<file path="src/rtl/alu_sequencer.sv">
// alu_sequencer -- button-driven operand/opcode sequencer for the shared ALU.
//
// Captures operand A, operand B and the opcode from the switch bus `entrada`
// on rising edges of the three buttons. It then issues the operation to the
// external combinational ALU for one cycle and registers its result with a
// valid flag.
//
// Ports:
//   clk         in            rising-edge clock
//   reset       in            synchronous, active-high
//   pulsador    in  [2:0]     buttons: [0] load A, [1] load B, [2] load op / execute
//   entrada     in  [NBITS]   switch data bus
//   alu_result  in  [NBITS]   combinational ALU result
//   alu_a       out [NBITS]   operand A register
//   alu_b       out [NBITS]   operand B register
//   alu_op      out [COD_OP]  opcode register
//   result      out [NBITS]   registered ALU result
//   valid       out           result matches current A/B/op
//   busy        out           high during the single EXEC cycle
//   error       out           last op load was illegal
//
// Build option: define ALU_SEQ_OPCHECK_EN to reject illegal opcodes.
// An illegal OP edge then only sets `error`. Without it, every code
// executes and `error` stays 0.
//
// state     | meaning
// S_IDLE    | nothing loaded, waiting for A
// S_WAIT_B  | A loaded, waiting for B
// S_WAIT_OP | A and B loaded, waiting for opcode
// S_EXEC    | ALU inputs stable, result captured at end of cycle
// S_DONE    | result valid and held; OP edge chains a new operation

module alu_sequencer #(
   parameter int NBITS  = 8,
   parameter int COD_OP = 6
) (
   input  logic              clk,
   input  logic              reset,
   input  logic [2:0]        pulsador,
   input  logic [NBITS-1:0]  entrada,
   input  logic [NBITS-1:0]  alu_result,
   output logic [NBITS-1:0]  alu_a,
   output logic [NBITS-1:0]  alu_b,
   output logic [COD_OP-1:0] alu_op,
   output logic [NBITS-1:0]  result,
   output logic              valid,
   output logic              busy,
   output logic              error
);

   typedef enum logic [2:0] {
      S_IDLE,
      S_WAIT_B,
      S_WAIT_OP,
      S_EXEC,
      S_DONE
   } state_t;

   state_t              state_q, state_d;
   logic [2:0]          prev_q, prev_d;
   logic [NBITS-1:0]    alu_a_q, alu_a_d;
   logic [NBITS-1:0]    alu_b_q, alu_b_d;
   logic [COD_OP-1:0]   alu_op_q, alu_op_d;
   logic [NBITS-1:0]    result_q, result_d;
   logic                valid_q, valid_d;
   logic                busy_q, busy_d;
   logic                error_q, error_d;

   logic [2:0]          btn_edge;
   logic                sel_a, sel_b, sel_op;
   logic [COD_OP-1:0]   op_in;
   logic                op_ok;

`ifdef ALU_SEQ_OPCHECK_EN
   function automatic logic op_legal(input logic [COD_OP-1:0] op);
      case (op)
         6'b100000, 6'b100010, 6'b100100, 6'b100101,
         6'b100110, 6'b100111, 6'b000011, 6'b000010: return 1'b1;
         default:                                    return 1'b0;
      endcase
   endfunction
`endif

   always_comb begin
      btn_edge = pulsador & ~prev_q;
      // Only the highest-priority edge acts; lower ones are discarded.
      sel_a    = btn_edge[0];
      sel_b    = btn_edge[1] & ~btn_edge[0];
      sel_op   = btn_edge[2] & ~(|btn_edge[1:0]);
      op_in    = entrada[COD_OP-1:0];
`ifdef ALU_SEQ_OPCHECK_EN
      op_ok    = op_legal(op_in);
`else
      op_ok    = 1'b1;
`endif

      state_d  = state_q;
      prev_d   = pulsador;
      alu_a_d  = alu_a_q;
      alu_b_d  = alu_b_q;
      alu_op_d = alu_op_q;
      result_d = result_q;
      valid_d  = valid_q;
      error_d  = error_q;

      case (state_q)
         S_IDLE: begin
            if (sel_a) begin
               alu_a_d = entrada;
               state_d = S_WAIT_B;
            end
         end
         S_WAIT_B: begin
            if (sel_a) begin
               alu_a_d = entrada;
            end else if (sel_b) begin
               alu_b_d = entrada;
               state_d = S_WAIT_OP;
            end
         end
         S_WAIT_OP, S_DONE: begin
            if (sel_a) begin
               alu_a_d = entrada;
               valid_d = 1'b0;
               state_d = S_WAIT_B;
            end else if (sel_b) begin
               alu_b_d = entrada;
               valid_d = 1'b0;
               state_d = S_WAIT_OP;
            end else if (sel_op) begin
               if (op_ok) begin
                  alu_op_d = op_in;
                  valid_d  = 1'b0;
                  error_d  = 1'b0;
                  state_d  = S_EXEC;
               end else begin
                  // Rejected op: state, op and any held result stay put.
                  error_d  = 1'b1;
               end
            end
         end
         S_EXEC: begin
            result_d = alu_result;
            valid_d  = 1'b1;
            state_d  = S_DONE;
         end
         default: state_d = S_IDLE;
      endcase

      busy_d = (state_d == S_EXEC);
   end

   always_ff @(posedge clk) begin
      if (reset) begin
         state_q  <= S_IDLE;
         // All ones: a button held through reset must be released first.
         prev_q   <= '1;
         alu_a_q  <= '0;
         alu_b_q  <= '0;
         alu_op_q <= '0;
         result_q <= '0;
         valid_q  <= 1'b0;
         busy_q   <= 1'b0;
         error_q  <= 1'b0;
      end else begin
         state_q  <= state_d;
         prev_q   <= prev_d;
         alu_a_q  <= alu_a_d;
         alu_b_q  <= alu_b_d;
         alu_op_q <= alu_op_d;
         result_q <= result_d;
         valid_q  <= valid_d;
         busy_q   <= busy_d;
         error_q  <= error_d;
      end
   end

   assign alu_a  = alu_a_q;
   assign alu_b  = alu_b_q;
   assign alu_op = alu_op_q;
   assign result = result_q;
   assign valid  = valid_q;
   assign busy   = busy_q;
   assign error  = error_q;

endmodule

</file>
<file path="config.mk">
export PLATFORM = sky130hd
export DESIGN_NAME = alu_sequencer
export DESIGN_NICKNAME = d
export VERILOG_FILES = /design/src/rtl/alu_sequencer.sv
export SDC_FILE = /design/constraint.sdc
export NUM_CORES = 1
export LEC_CHECK = 0
export CORE_ASPECT_RATIO = 1.2
export CORE_UTILIZATION = 35
export DETAILED_ROUTE_END_ITERATION = 10
export PLACE_DENSITY = 0.67
export SETUP_SLACK_MARGIN = 0.3
export SLEW_MARGIN = 20
export SYNTH_ARGS = -nofsm -noshare
export SYNTH_HDL_FRONTEND = slang
export SYNTH_SLANG_ARGS = --single-unit
export TNS_END_PERCENT = 1
</file>
<file path="constraint.sdc">
create_clock -name clk -period 1.48 [get_ports clk]
set_clock_uncertainty 0.15 [all_clocks]
set_input_delay 0.296 -clock clk [delete_from_list [all_inputs] [get_ports clk]]
set_output_delay 0.296 -clock clk [all_outputs]
set_load 0.01 [all_outputs]
</file>
==> results by group <==
Finish
  – Final Non-Filler Cells: between 300 and 400
  – Layout cells sized above 1: ~53%
  – Cell area after layout: 2591 sq um
  – Sequential cell area: between 800 and 900 sq um
  – Fill cell count: 376
  – Core Util, Final: about three fifths
  – Inserted Diodes: 0
  – Final layout net count: approximately 270
  – Layout Area Growth over Synthesis: 68.37%
  – Area of the multi-input gates: between 800 and 900 sq um

Pwr
  – Pwr dens: 775.5 nW/um^2
  – Pwr Total: roughly 2 mW
  – Peak supply drop: 0.6887 mV
  – Static Leak: 1.038 nW

Logic synthesis
  – Syn. warnings: 0
  – Synth Cell Area: between 1500 and 2000 sq um
  – Number of synthesized flops with an enable pin: 0
  – Multiplexer share of the synthesized area: 5.203%
  – Synth unique cells: 30
  – Ys async rst share: 0%
  – Post-synthesis adder-cell area fraction: 0%
  – Main combinational cell family by area after synthesis: simple AND/OR/NAND/NOR gates
  – Post-synthesis compound-gate area fraction: between 10% and 20%
  – Cells after Synth: 175
  – Yosys top cell area share: between 40% and 50%
  – Ys flop type: dfxtp_1
  – Syn Nets: about 200
  – Synth area leader: dfxtp_1
  – Yosys reg bits: 38
  – Sequential share of the synthesized area: 49.43%
  – Top cells by area, synth: dfxtp_1 (49%), nand2b_1 (7.3%), a21oi_1 (6.8%)
  – Avg Cell Area, Syn: between 8 and 9 sq um
  – Simple-gate portion of the synthesized area: between 20% and 30%
  – Post-synthesis xor/xnor area fraction: 0.5691%

Clock tree
  – H-tree depth: 2
  – TritonCTS clock tree: yes
  – Sink Count: 38
  – CTS buffer count: 5
  – Hold buffers post-CTS: 0
  – Worst-skew pair later-pin latency: 0.29 ns
  – Max clock buf depth: 2
  – Reg clk slew, reported paths: about 0.070 ns
  – Root Driver: clkbuf_8

GRT
  – Vias in the first global route: roughly 1300
  – First-pass GRT wire length: about 6000 microns
  – Initial antenna violation count: 0
  – Total GRT Usage: between 10% and 20%
  – Largest net degree at the start of global routing: 31
  – Gr ovfl total: 0

Setup path
  – Slowest cell on crit path: or3_4
  – Startpoint Class: flop
  – Crit-path max FO: 5
  – Crit path required time: 1.51 ns
  – Arrival time at the worst endpoint: 1.48 ns
  – Critical path capture point type: flop
  – CP peak stage delay: 0.43 ns
  – Critical-path cell list: o21ai_4 -> nand2_2 -> or3_4 -> mux2i_1
  – Critical path type: flop to flop

Routing
  – Via count: approximately 1400
  – Vias/cell: roughly 4.7
  – DRC errors left: 0
  – WL per Instance: 12.85 microns
  – ANT nets after route: 0
  – First-pass DRT Iterations: 4
  – DRT iter0 DRCs: just over 60
  – Final WL: between 3000 and 4000 microns

STA
  – Pins Over Slew Limit: 0
  – RSZ-0062 raised after global routing: yes
  – Setup ws final: 0.03274 ns
  – Hold slack: between 0.1 and 0.15 ns
  – Crit path time final: between 1 and 1.5 ns
  – Final setup fails: 0
  – Setup_tns: 0 ns
  – Final period util: around 100%
  – Final Hold Viols: 0
  – F_max: ~690 MHz

Floorplan
  – Die width: 62.53 microns
  – Die Y: about 75 microns
  – Number of I/O pins: 54
  – Core area: ~4200 sq um
  – Site row count: 26
  – Initial Util: a little over a third
  – Die area: around 4700 sq um

Place
  – Placed Cells incl. Taps: between 200 and 300
  – Detailed Place HPWL: approximately 2700 microns
  – Worst slack at placement: -0.3675 ns
  – Placed Area: ~2300 sq um
  – I/O Buffers: between 50 and 60
  – Gp weighted congestion: between 0.7 and 0.8

Worst hold path
  – Worst Hold Class: primary input to flop

Run
  – Max Cap Violations: 0

Outcome
  – Status: finished clean
==> area by class of cell <==
| cell class | count | share of cell area, % |
|---|---|---|
| well taps | 56 | 2.704 |
| multi-input cells | 125 | 33.70 |
| repair buffers | 77 | 28.97 |
| flip-flops and latches | 38 | 31.10 |
| clock inverters | 1 | 0.1931 |
| clock buffers | 7 | 3.332 |
==> flip-flops by register name (all words and copies together) (netlist names) <==
signal,flops
valid,1
prev_q,3
alu_op,6
alu_b,8
state_q,3
result,8
alu_a,8
busy,1
==> report_power, final <==
| group | total [mW] | switching, mW | leakage (nW) | internal, mW |
|---|---|---|---|---|
| clock | 0.725 | 0.349 | 0.0482 | 0.375 |
| combinational | 0.235 | 0.0998 | 0.667 | 0.136 |
| sequential | 1.05 | 0.0141 | 0.322 | 1.04 |
==> layer usage <==
layer | wire length (microns) | GRT usage [%] | vias up
li1 | - | - | 732
met1 | 1697 | 21.48 | 669
met2 | 1970 | 27.29 | 36
met3 | 163 | 5.455 | 6
met4 | 74 | 9.819 | 0
met5 | 0 | 0 | -
==> final timing paths <==
check	endpoint	cells past startpoint	slack [ns]	start
setup reg to reg	alu_b[7]	4	0.03	state_q[0]
setup / recovery	alu_b[7]	4	0.03	state_q[0]
hold / removal	prev_q[2]	2	0.14	pulsador[2]
hold reg to reg	result[0]	2	0.31	result[0]
==> cells in the final DEF, fill, tap and decap left out, types with 5 or more instances in the layout <==
cell	Yosys	routed
a21oi_1	21	11
a21oi_2	0	10
buf_4	1	15
buf_6	2	34
clkbuf_2	0	5
clkbuf_8	0	6
clkdlybuf4s50_1	0	17
dfxtp_1	38	8
dfxtp_2	0	27
mux2i_1	8	8
nand2_1	28	16
nand2_2	0	10
nand2b_1	18	17
nand3_1	9	9
nand3b_1	7	7
o21ai_1	0	7
==> cells in the mapped netlist (all sizes together), types with 2 or more instances <==
master and number:
nor3 3, nand3b 7, clkbuf 7, or2 3
nor2b 4, and2 2, o21ai 10, a21oi 21
nand2 28, mux2i 8, nand3 9, nand2b 18
dfxtp 38, buf 5
==> what timing repair did <==
action,4_1_cts,5_1_grt
pin swaps,4,23
setup endpoints to repair,67,67
gates cloned,0,0
setup buffers,1,0
resized for setup,47,191
==> cells by family (layout without fill, tap and decap cells) <==
| kind of cell | after synthesis | in the layout |
|---|---|---|
| buffers and inverters | 12 | 85 |
| AND/OR/NAND/NOR | 81 | 81 |
| multiplexers | 8 | 8 |
| XOR/XNOR | 1 | 1 |
| flip-flops | 38 | 38 |
| AO/OA/AOI/OAI | 34 | 34 |
| other | 1 | 1 |
==> worst max-delay path: cells and delay by family (launching register included) <==
family	cells	cell delay [ns]
compound gates	1	0.17
simple gates	2	0.51
flops	1	0.37
mux	1	0.13
No activity file was read; power rests on OpenSTA's default activity.
